==> config.mk <==
export PLATFORM = sky130hd
export DESIGN_NAME = round_controller
export DESIGN_NICKNAME = d
export VERILOG_FILES = /design/src/rtl/round_pkg.sv /design/src/rtl/round_tick_gen.sv /design/src/rtl/round_controller.sv
export SDC_FILE = /design/constraint.sdc
export NUM_CORES = 1
export LEC_CHECK = 0
export CORE_MARGIN = 2
export CORE_UTILIZATION = 50
export DETAILED_ROUTE_END_ITERATION = 10
export PLACE_DENSITY = 0.7
export SYNTH_ARGS = -nofsm -noshare
export SYNTH_HDL_FRONTEND = slang
export SYNTH_SLANG_ARGS = --single-unit
==> constraint.sdc <==
create_clock -name clk -period 5.9 [get_ports clk]
set_input_delay 0.59 -clock clk [delete_from_list [all_inputs] [get_ports clk]]
set_output_delay 0.59 -clock clk [all_outputs]
set_load 0.005 [all_outputs]
==> src/rtl/round_pkg.sv <==
// round_pkg: shared state and winner encodings for the round sequencer.
// Also imported by vga_top for overlay decoding.
package round_pkg;

  localparam logic [2:0] ST_IDLE       = 3'd0;
  localparam logic [2:0] ST_COUNTDOWN  = 3'd1;
  localparam logic [2:0] ST_FIGHT      = 3'd2;
  localparam logic [2:0] ST_KO         = 3'd3;
  localparam logic [2:0] ST_MATCH_OVER = 3'd4;

  typedef enum logic [1:0] {
    WIN_NONE = 2'b00,
    WIN_P1   = 2'b01,
    WIN_P2   = 2'b10,
    WIN_DRAW = 2'b11
  } winner_e;

  // Binary seconds (0..99) to two packed BCD digits.
  function automatic logic [7:0] to_bcd(
    input int unsigned v
  );
    return {4'(v / 10), 4'(v % 10)};
  endfunction

  // Two-digit BCD decrement that sticks at 00.
  function automatic logic [7:0] bcd_dec(
    input logic [7:0] v
  );
    logic [7:0] r;
    if (v == 8'h00) begin
      r = 8'h00;
    end else if (v[3:0] == 4'd0) begin
      r = {v[7:4] - 4'd1, 4'd9};
    end else begin
      r = {v[7:4], v[3:0] - 4'd1};
    end
    return r;
  endfunction

endpackage

==> src/rtl/round_tick_gen.sv <==
// round_tick_gen: game-second prescaler.
// clear restarts the count so a fresh second begins next cycle.
module round_tick_gen #(
  parameter int unsigned TICK_COUNT = 100_000_000
) (
  input  logic clk,
  input  logic reset,
  input  logic clear,
  output logic tick
);

  localparam int unsigned CW =
    (TICK_COUNT > 1) ? $clog2(TICK_COUNT) : 1;
  localparam logic [CW-1:0] LAST = CW'(TICK_COUNT - 1);

  logic [CW-1:0] cnt_q;
  logic [CW-1:0] cnt_d;

  // Next count: wrap at the last cycle, restart on clear.
  always_comb begin
    cnt_d = cnt_q + CW'(1);
    if (clear || cnt_q == LAST) begin
      cnt_d = '0;
    end
  end

  // Counter register.
  always_ff @(posedge clk) begin
    if (reset) begin
      cnt_q <= '0;
    end else begin
      cnt_q <= cnt_d;
    end
  end

  assign tick = (cnt_q == LAST);

endmodule

==> src/rtl/round_controller.sv <==
// round_controller: countdown, round timer, KO detection and
// best-of-N scoring around the game core.
module round_controller
  import round_pkg::*;
#(
  parameter int unsigned TICK_COUNT    = 100_000_000,
  parameter int unsigned COUNTDOWN_SEC = 3,
  parameter int unsigned ROUND_SEC     = 99,
  parameter int unsigned KO_HOLD_SEC   = 2,
  parameter int unsigned ROUNDS_TO_WIN = 2,
  parameter int unsigned MAX_ROUNDS    = 5
) (
  input  logic       clk,
  input  logic       reset,
  input  logic       start_btn,
  input  logic [3:0] p1_health,
  input  logic [3:0] p2_health,
  output logic       game_rst_n,
  output logic       fight_active,
  output logic [2:0] state,
  output logic [1:0] countdown,
  output logic [7:0] timer_bcd,
  output logic [2:0] round_num,
  output logic [1:0] p1_wins,
  output logic [1:0] p2_wins,
  output logic [1:0] round_winner,
  output logic [1:0] match_winner
);

  localparam logic [1:0] CD_INIT    = 2'(COUNTDOWN_SEC);
  localparam logic [7:0] TIMER_INIT = to_bcd(ROUND_SEC);
  localparam logic [7:0] HOLD_INIT  = 8'(KO_HOLD_SEC);
  localparam logic [1:0] WIN_TARGET = 2'(ROUNDS_TO_WIN);
  localparam logic [2:0] LAST_ROUND = 3'(MAX_ROUNDS);

  logic [2:0] state_q, state_d;
  logic       start_prev_q, start_prev_d;
  logic [1:0] countdown_q, countdown_d;
  logic [7:0] timer_q, timer_d;
  logic [2:0] round_q, round_d;
  logic [1:0] p1_wins_q, p1_wins_d;
  logic [1:0] p2_wins_q, p2_wins_d;
  logic [7:0] hold_q, hold_d;
  logic       game_rst_n_q, game_rst_n_d;
  logic       fight_active_q, fight_active_d;
  winner_e    round_winner_q, round_winner_d;
  winner_e    match_winner_q, match_winner_d;

  logic       start_edge;
  logic       tick;
  logic       state_change;
  winner_e    outcome;
  winner_e    score_cmp;

  assign start_edge   = start_btn & ~start_prev_q;
  assign start_prev_d = start_btn;
  assign state_change = (state_d != state_q);

  round_tick_gen #(
    .TICK_COUNT (TICK_COUNT)
  ) u_tick (
    .clk   (clk),
    .reset (reset),
    .clear (state_change),
    .tick  (tick)
  );

  // Round outcome this cycle; KOs outrank the timeout.
  always_comb begin
    outcome = WIN_NONE;
    if (p1_health == 4'd0 && p2_health == 4'd0) begin
      outcome = WIN_DRAW;
    end else if (p1_health == 4'd0) begin
      outcome = WIN_P2;
    end else if (p2_health == 4'd0) begin
      outcome = WIN_P1;
    end else if (timer_q == 8'h00) begin
      if (p1_health > p2_health) begin
        outcome = WIN_P1;
      end else if (p2_health > p1_health) begin
        outcome = WIN_P2;
      end else begin
        outcome = WIN_DRAW;
      end
    end
  end

  // Match verdict by round-win count when the round cap is hit.
  always_comb begin
    score_cmp = WIN_DRAW;
    if (p1_wins_q > p2_wins_q) begin
      score_cmp = WIN_P1;
    end else if (p2_wins_q > p1_wins_q) begin
      score_cmp = WIN_P2;
    end
  end

  // Sequencer next-state and score updates.
  always_comb begin
    state_d        = state_q;
    countdown_d    = countdown_q;
    timer_d        = timer_q;
    round_d        = round_q;
    p1_wins_d      = p1_wins_q;
    p2_wins_d      = p2_wins_q;
    hold_d         = hold_q;
    round_winner_d = round_winner_q;
    match_winner_d = match_winner_q;
    unique case (state_q)
      ST_IDLE: begin
        if (start_edge) begin
          state_d        = ST_COUNTDOWN;
          countdown_d    = CD_INIT;
          round_d        = 3'd1;
          p1_wins_d      = 2'd0;
          p2_wins_d      = 2'd0;
          round_winner_d = WIN_NONE;
          match_winner_d = WIN_NONE;
        end
      end
      ST_COUNTDOWN: begin
        if (tick) begin
          if (countdown_q <= 2'd1) begin
            state_d     = ST_FIGHT;
            countdown_d = 2'd0;
            timer_d     = TIMER_INIT;
          end else begin
            countdown_d = countdown_q - 2'd1;
          end
        end
      end
      ST_FIGHT: begin
        if (tick) begin
          timer_d = bcd_dec(timer_q);
        end
        if (outcome != WIN_NONE) begin
          state_d        = ST_KO;
          hold_d         = HOLD_INIT;
          round_winner_d = outcome;
          if (outcome == WIN_P1 && p1_wins_q != 2'd3) begin
            p1_wins_d = p1_wins_q + 2'd1;
          end
          if (outcome == WIN_P2 && p2_wins_q != 2'd3) begin
            p2_wins_d = p2_wins_q + 2'd1;
          end
        end
      end
      ST_KO: begin
        if (tick) begin
          if (hold_q <= 8'd1) begin
            if (p1_wins_q == WIN_TARGET) begin
              state_d        = ST_MATCH_OVER;
              match_winner_d = WIN_P1;
            end else if (p2_wins_q == WIN_TARGET) begin
              state_d        = ST_MATCH_OVER;
              match_winner_d = WIN_P2;
            end else if (round_q == LAST_ROUND) begin
              state_d        = ST_MATCH_OVER;
              match_winner_d = score_cmp;
            end else begin
              state_d        = ST_COUNTDOWN;
              countdown_d    = CD_INIT;
              round_d        = round_q + 3'd1;
              round_winner_d = WIN_NONE;
            end
          end else begin
            hold_d = hold_q - 8'd1;
          end
        end
      end
      ST_MATCH_OVER: begin
        if (start_edge) begin
          state_d        = ST_IDLE;
          countdown_d    = 2'd0;
          timer_d        = TIMER_INIT;
          round_d        = 3'd0;
          p1_wins_d      = 2'd0;
          p2_wins_d      = 2'd0;
          round_winner_d = WIN_NONE;
          match_winner_d = WIN_NONE;
        end
      end
      default: begin
        state_d = ST_IDLE;
      end
    endcase
  end

  // Core reset and input gating follow the state being entered.
  always_comb begin
    game_rst_n_d   = (state_d == ST_FIGHT) ||
                     (state_d == ST_KO) ||
                     (state_d == ST_MATCH_OVER);
    fight_active_d = (state_d == ST_FIGHT);
  end

  // State and output registers.
  always_ff @(posedge clk) begin
    if (reset) begin
      state_q        <= ST_IDLE;
      start_prev_q   <= 1'b1;
      countdown_q    <= 2'd0;
      timer_q        <= TIMER_INIT;
      round_q        <= 3'd0;
      p1_wins_q      <= 2'd0;
      p2_wins_q      <= 2'd0;
      hold_q         <= 8'd0;
      game_rst_n_q   <= 1'b0;
      fight_active_q <= 1'b0;
      round_winner_q <= WIN_NONE;
      match_winner_q <= WIN_NONE;
    end else begin
      state_q        <= state_d;
      start_prev_q   <= start_prev_d;
      countdown_q    <= countdown_d;
      timer_q        <= timer_d;
      round_q        <= round_d;
      p1_wins_q      <= p1_wins_d;
      p2_wins_q      <= p2_wins_d;
      hold_q         <= hold_d;
      game_rst_n_q   <= game_rst_n_d;
      fight_active_q <= fight_active_d;
      round_winner_q <= round_winner_d;
      match_winner_q <= match_winner_d;
    end
  end

  assign state        = state_q;
  assign game_rst_n   = game_rst_n_q;
  assign fight_active = fight_active_q;
  assign countdown    = countdown_q;
  assign timer_bcd    = timer_q;
  assign round_num    = round_q;
  assign p1_wins      = p1_wins_q;
  assign p2_wins      = p2_wins_q;
  assign round_winner = round_winner_q;
  assign match_winner = match_winner_q;

endmodule

* Word level (Yosys, flattened, before mapping) *
Cells that the tools add are included.
W data, S select, Z words.

cells by class
  add/sub/neg operators = 8
  multipliers = 0
  divide/modulo/power cells = 0
  magnitude comparators = 6
  equality and inequality tests = 33
  shifts and indexed selects = 0
  mux-type cells = 67
  bitwise logic cells = 2
  reductions and logical operators = 30

operator list
  operator                 number
  $mux W8                  9
  $mux W2                  30
  $mux W3                  17
  $ne A2 B2 Y1 const B     16
  $add A27 B1 Y27 const B  1
  $eq A27 B27 Y1 const B   1
  $pmux W8 S3              1
  $pmux W8 S2              1
  $reduce_and A8 Y1        2
  $pmux W3 S5              1
  $eq A3 B2 Y1 const B     4
  $logic_not A4 Y1         3
  $pmux W2 S2              3
  $reduce_and A4 Y1        3
  $reduce_and A5 Y1        2
  $eq A3 B3 Y1 const B     3
  $pmux W3 S3              1
  $reduce_and A9 Y1        1
  $reduce_bool A3 Y1       3
  $gt A4 B4 Y1             2
  $le A8 B1 Y1 const B     1
  $logic_not A8 Y1         1
  $pmux W2 S4              1
  $reduce_bool A2 Y1       4
  24 further kinds         35

storage, ports and cells
  flip-flop bits (word level) = 62
  bits in latches = 0
  RAM bits = 0
  ROM bits = 0
  bits of input ports = 11
  output and inout port bits = 26
  word-level logic and storage cells = 160
  memories = 0

* Longest topological paths before layout *
  depth after elaboration = 13
  gate-level depth with buffers = 9
  depth with buffers taken out = 8

* Hierarchy *
Synthesis repeated with hierarchy kept, for this count alone.

unflattened totals
  cells, all modules = 424
  area, all modules = 3522.1 µm²

by module, submodules not included
  module            times used  cells each  area an instance (µm²)  sequential area each (µm²)
  round_controller  1           276         2239.6                  700.7
  round_tick_gen    1           148         1282.5                  540.5

* Worst setup path after synthesis *
No wires, ideal clock.

  path kind = register -> register
  from = register u_tick.cnt_q[0]
  to = register timer_q[4], in the netlist timer_bcd[4]
  setup time = 0.120 ns
  arrival time = 2.218 ns
  required time = 5.780 ns
  setup slack = 3.562 ns
  stages on the path, launching flop included = 9
  path buffers = 1
  period minus slack after synthesis = 2.338 ns
  path through = dfxtp_1 > ha_1 > and4_1 > buf_2 > nand4_4 > or3_1 > o31ai_2 > nand3_1 > a211o_1

on the way
  word-level cells in the longest chain between the ends = 3
  elaborated cells between the ends (all ways) = 4
  classes of those cells = eq/ne (3); reduce/logical (1)

ends and longest elaborated chain
  element                               line                     text
  start: declaration                    round_tick_gen.sv:16     logic [CW-1:0] cnt_q;
  start signal: assignment              round_tick_gen.sv:32     cnt_q <= cnt_d;
  $eq A27 B27 Y1 *                      round_tick_gen.sv:36     assign tick = (cnt_q == LAST);
  $ne A2 B2 Y1 (no source line)         --
  $reduce_and A6 Y1 (no source line) *  --
  end signal: assignment                round_controller.sv:216  timer_q <= timer_d;
  end: declaration                      round_controller.sv:39   logic [7:0] timer_q, timer_d;

Every way passes the cells marked *; elsewhere a longest branch is shown, timed or not.
A chain may end at the register's enable or synchronous reset.

* Worst setup path in the final report *
  from = register state_q[1], in the netlist state[1]
  to = register hold_q[6]

on the way
  word-level cells in the longest chain between the ends = 3
  elaborated cells between the ends (all ways) = 8
  classes of those cells = eq/ne (5); mux (1); reduce/logical (2)

ends and longest elaborated chain
  element                                                                     line                     text
  start: declaration                                                          round_controller.sv:36   logic [2:0] state_q, state_d;
  start signal: assignment                                                    round_controller.sv:213  state_q <= state_d;
  $eq A3 B2 Y1                                                                round_controller.sv:109  unique case (state_q)
  $ne A2 B2 Y1 (no source line) / $reduce_bool A2 Y1 (equally long branches)  --
  $reduce_and A4 Y1 (no source line)                                          --
  end signal: assignment                                                      round_controller.sv:220  hold_q <= hold_d;
  end: declaration                                                            round_controller.sv:43   logic [7:0] hold_q, hold_d;

Several ways; a longest one is shown, not always the timed one.

==> flow_summary_export.csv <==
group,metric,value,unit
setup_path,critPathMaxFanout,13,
cts,post_cts_resized,0,
cts,ctsHoldBuffers,0,
cts,numCtsBuffers,9,
yosys,netlist_area,3383,µm²
setup_path,startpoint_type,"register",
cts,clk_pin_slew_worst_paths,70,ps
yosys,synthAdderAreaFrac,7.027,%
floorplan,start_util,52.38,%
yosys,synth_simple_gate_area_share,29.96,%
place,dpl.hpwl,5224,µm
cts,h-tree-depth,3,
cells_and_area,regArea,1241,µm²
floorplan,die_area,7441,µm²
yosys,ys.flop_type,"dfxtp_1",
yosys,synth-seq-cells,62,
global_routing,grt_max_degree,29,
sta,final_hold_viol_count,0,
place,place_congestion,0.8546,
route,vias,2998,
cells_and_area,final_common_cell,"dfxtp_1",
cells_and_area,layout.nets,481,
yosys,syn-num-nets,446,
yosys,yosys_warnings,0,
route,wl,7426,µm
cts,cts_tree,"built",
cts,clk_path_buf_depth,2,
yosys,synthArstFlopShare,0,%
route,drtAntennaViolNets,0,
floorplan,die_w,86.26,µm
yosys,synth_xor_area_share,7.507,%
sta,fin_crit_sh,47.18,%
yosys,synthMuxAreaShare,1.183,%
power,irDropWorstVdd,0.1294,mV
cts,cts_root_buffer,"clkbuf_8",
sta,fin_skew,10.23,ps
sta,worst_slack,3116,ps
setup_path,path_buf_inv,1,
route,firstDrtPassIters,4,
yosys,synth_compound_area_share,13.94,%
floorplan,dieHeight,86.26,µm
yosys,synth_top_area_share,36.69,%
yosys,synthCells,416,
sta,fin_crit,2784,ps
global_routing,antenna_found_initial,0,
cells_and_area,fillers,572,
cts,clock-sinks,62,
yosys,synth_seq_area_share,36.69,%
sta,fin_setup_tns,0,ps
route,viasPerCell,5.625,
cells_and_area,drive_above_1_share,6.798,%
global_routing,grt_pass1_vias,2868,
setup_path,worstSetupPathType,"reg -> reg",
worst_hold_path,hp-class,"reg -> reg",
sta,maxSlewViolCount,0,
cts,insertion_delay,330,ps
global_routing,grt_overflow,0,
setup_path,worst_setup_path_end_kind,"register",
cells_and_area,layout_common_cells,"dfxtp_1, nor2_1, nand2_1, clkdlybuf4s50_1",
yosys,synth_top_family_by_area,"simple AND/OR/NAND/NOR gates",
cells_and_area,diodes,0,
setup_path,slowest_delay,580,ps
sta,maxSlewHeadroom,52.15,%
sta,tightest_slew,711.2,ps
route,drt_iter0_drc,139,
setup_path,crit_arrival,3040,ps
cells_and_area,multiInputGateArea,2017,µm²
yosys,synthTopCellsByArea,"dfxtp_1, ha_1, nor2_1",
setup_path,cp_cell_sequence,"inv_1 > or3_1 > o22ai_1 > o211ai_1 > or3_2 > a21oi_1",
route,wl_per_cell,13.93,µm
run_status,outcome,"finished, final reports clean",
global_routing,grt_pass1_wl,12610,µm
yosys,synth-edff-count,0,
setup_path,cp.required,6160,ps
floorplan,core_region_area,6459,µm²
yosys,synth_area_per_cell,8.133,µm²
cts,post_cts_buffers,0,
cells_and_area,syn_to_final_growth,19.38,%
power,p_leak,1.489,nW
global_routing,grtUsageTotal,20.88,%
place,pre_cts_slack,2860,ps
floorplan,num_rows,29,
flow_run,maxCapViolCount,0,
yosys,synth_area_leader_cell,"dfxtp_1",
sta,max_freq,359.2,MHz
power,p_per_area,226.1,nW/µm²
floorplan,ios,37,
setup_path,crit_family,"simple AND/OR/NAND/NOR gates",
yosys,yosysUniqueCellTypes,54,
place,portBuffers,36,
sta,finalSetupViolCount,0,
sta,rsz0062_at_grt,"false",
route,drcViolationCount,0,
setup_path,cp_slowest_cell,"dfxtp_1",
setup_path,ff2ff_setup_slack,3120,ps
-- layout make-up --
| cell class | instances | area share [%] |
|---|---|---|
| clock inverters | 3 | 1.611 |
| flip-flops and latches | 62 | 30.73 |
| multi-input cells | 321 | 49.94 |
| repair buffers | 39 | 9.480 |
| well taps | 77 | 2.385 |
| clock buffers | 13 | 4.182 |
| inverters | 18 | 1.673 |
-- flip-flops by register name, summed over array words and instances, names as in the netlist, 3 cells and up --
signal,count
timer_bcd,8
u_tick.cnt_q,27
state,3
round_num,3
hold_q,8
-- cell usage after synthesis, types with 5 or more instances --
master,instances
dfxtp_1,62
nor2_1,61
nand2_1,36
a21oi_1,22
xor2_1,22
nand3_1,21
o21ai_0,21
ha_1,19
inv_1,18
clkbuf_1,13
nor3_1,11
and4_1,7
nor2b_1,7
nor4_1,7
xnor2_1,7
nand4_1,6
or3_1,6
a211oi_1,5
and3_1,5
-- kinds of logic after synthesis --
family	Yosys count
DFF	62
AOI/OAI and AO/OA	75
muxes	4
adders and majority gates	19
buffers and inverters	33
xor gates and xnor gates	29
and+or+nand+nor	194
-- through the flow --
stage          hold slack [ps]  util (%)  total power [mW]  std cells  area (µm²)
3_5_place_dp             460.1     58.91            0.4862        517        3805
4_1_cts                  476.2     62.53            0.9194        533        4039
2_1_floorplan            429.7         -            0.4660        416        3383
5_1_grt                  513.2     62.53            0.9449        533        4039
6_report                 467.2     62.53            0.9131        533        4039
3_3_place_gp             442.1     58.91            0.4853        517        3805
-- power breakdown --
group	switching [mW]	internal, mW	leakage (nW)
Clock	0.164	0.272	0.120
Sequential	0.00601	0.422	0.501
Combinational	0.0259	0.0226	0.868
-- per-layer routing --
layer / part of all wire [%] / vias up / GRT usage (%)
met1: 48 / 1384 / 26.61
met5: 0 / - / 0
met2: 47 / 65 / 34.25
met3: 4.0 / 11 / 4.476
met4: 1.5 / 0 / 8.949
li1: - / 1538 / -
-- path summary, 6_finish.rpt --
| check | endpoint | cells past startpoint | startpoint |
|---|---|---|---|
| worst min register to register | u_tick.cnt_q[0]$_SDFF_PP0_ | 1 | u_tick.cnt_q[0]$_SDFF_PP0_ |
| worst min-delay path | u_tick.cnt_q[0]$_SDFF_PP0_ | 1 | u_tick.cnt_q[0]$_SDFF_PP0_ |
| worst max register to register | hold_q[6]$_SDFFE_PP0P_ | 6 | state[1]$_SDFF_PP0_ |
| worst max-delay path | hold_q[6]$_SDFFE_PP0P_ | 6 | state[1]$_SDFF_PP0_ |
-- worst register-to-register path, delay by kind of cell, from the launching register on --
kind | cells | cell delay, ps
AO/OA/AOI/OAI | 3 | 880
buffers and inverters | 1 | 240
AND/OR/NAND/NOR | 2 | 1030
flip-flops | 1 | 580
(Power assumes the default switching activity.)
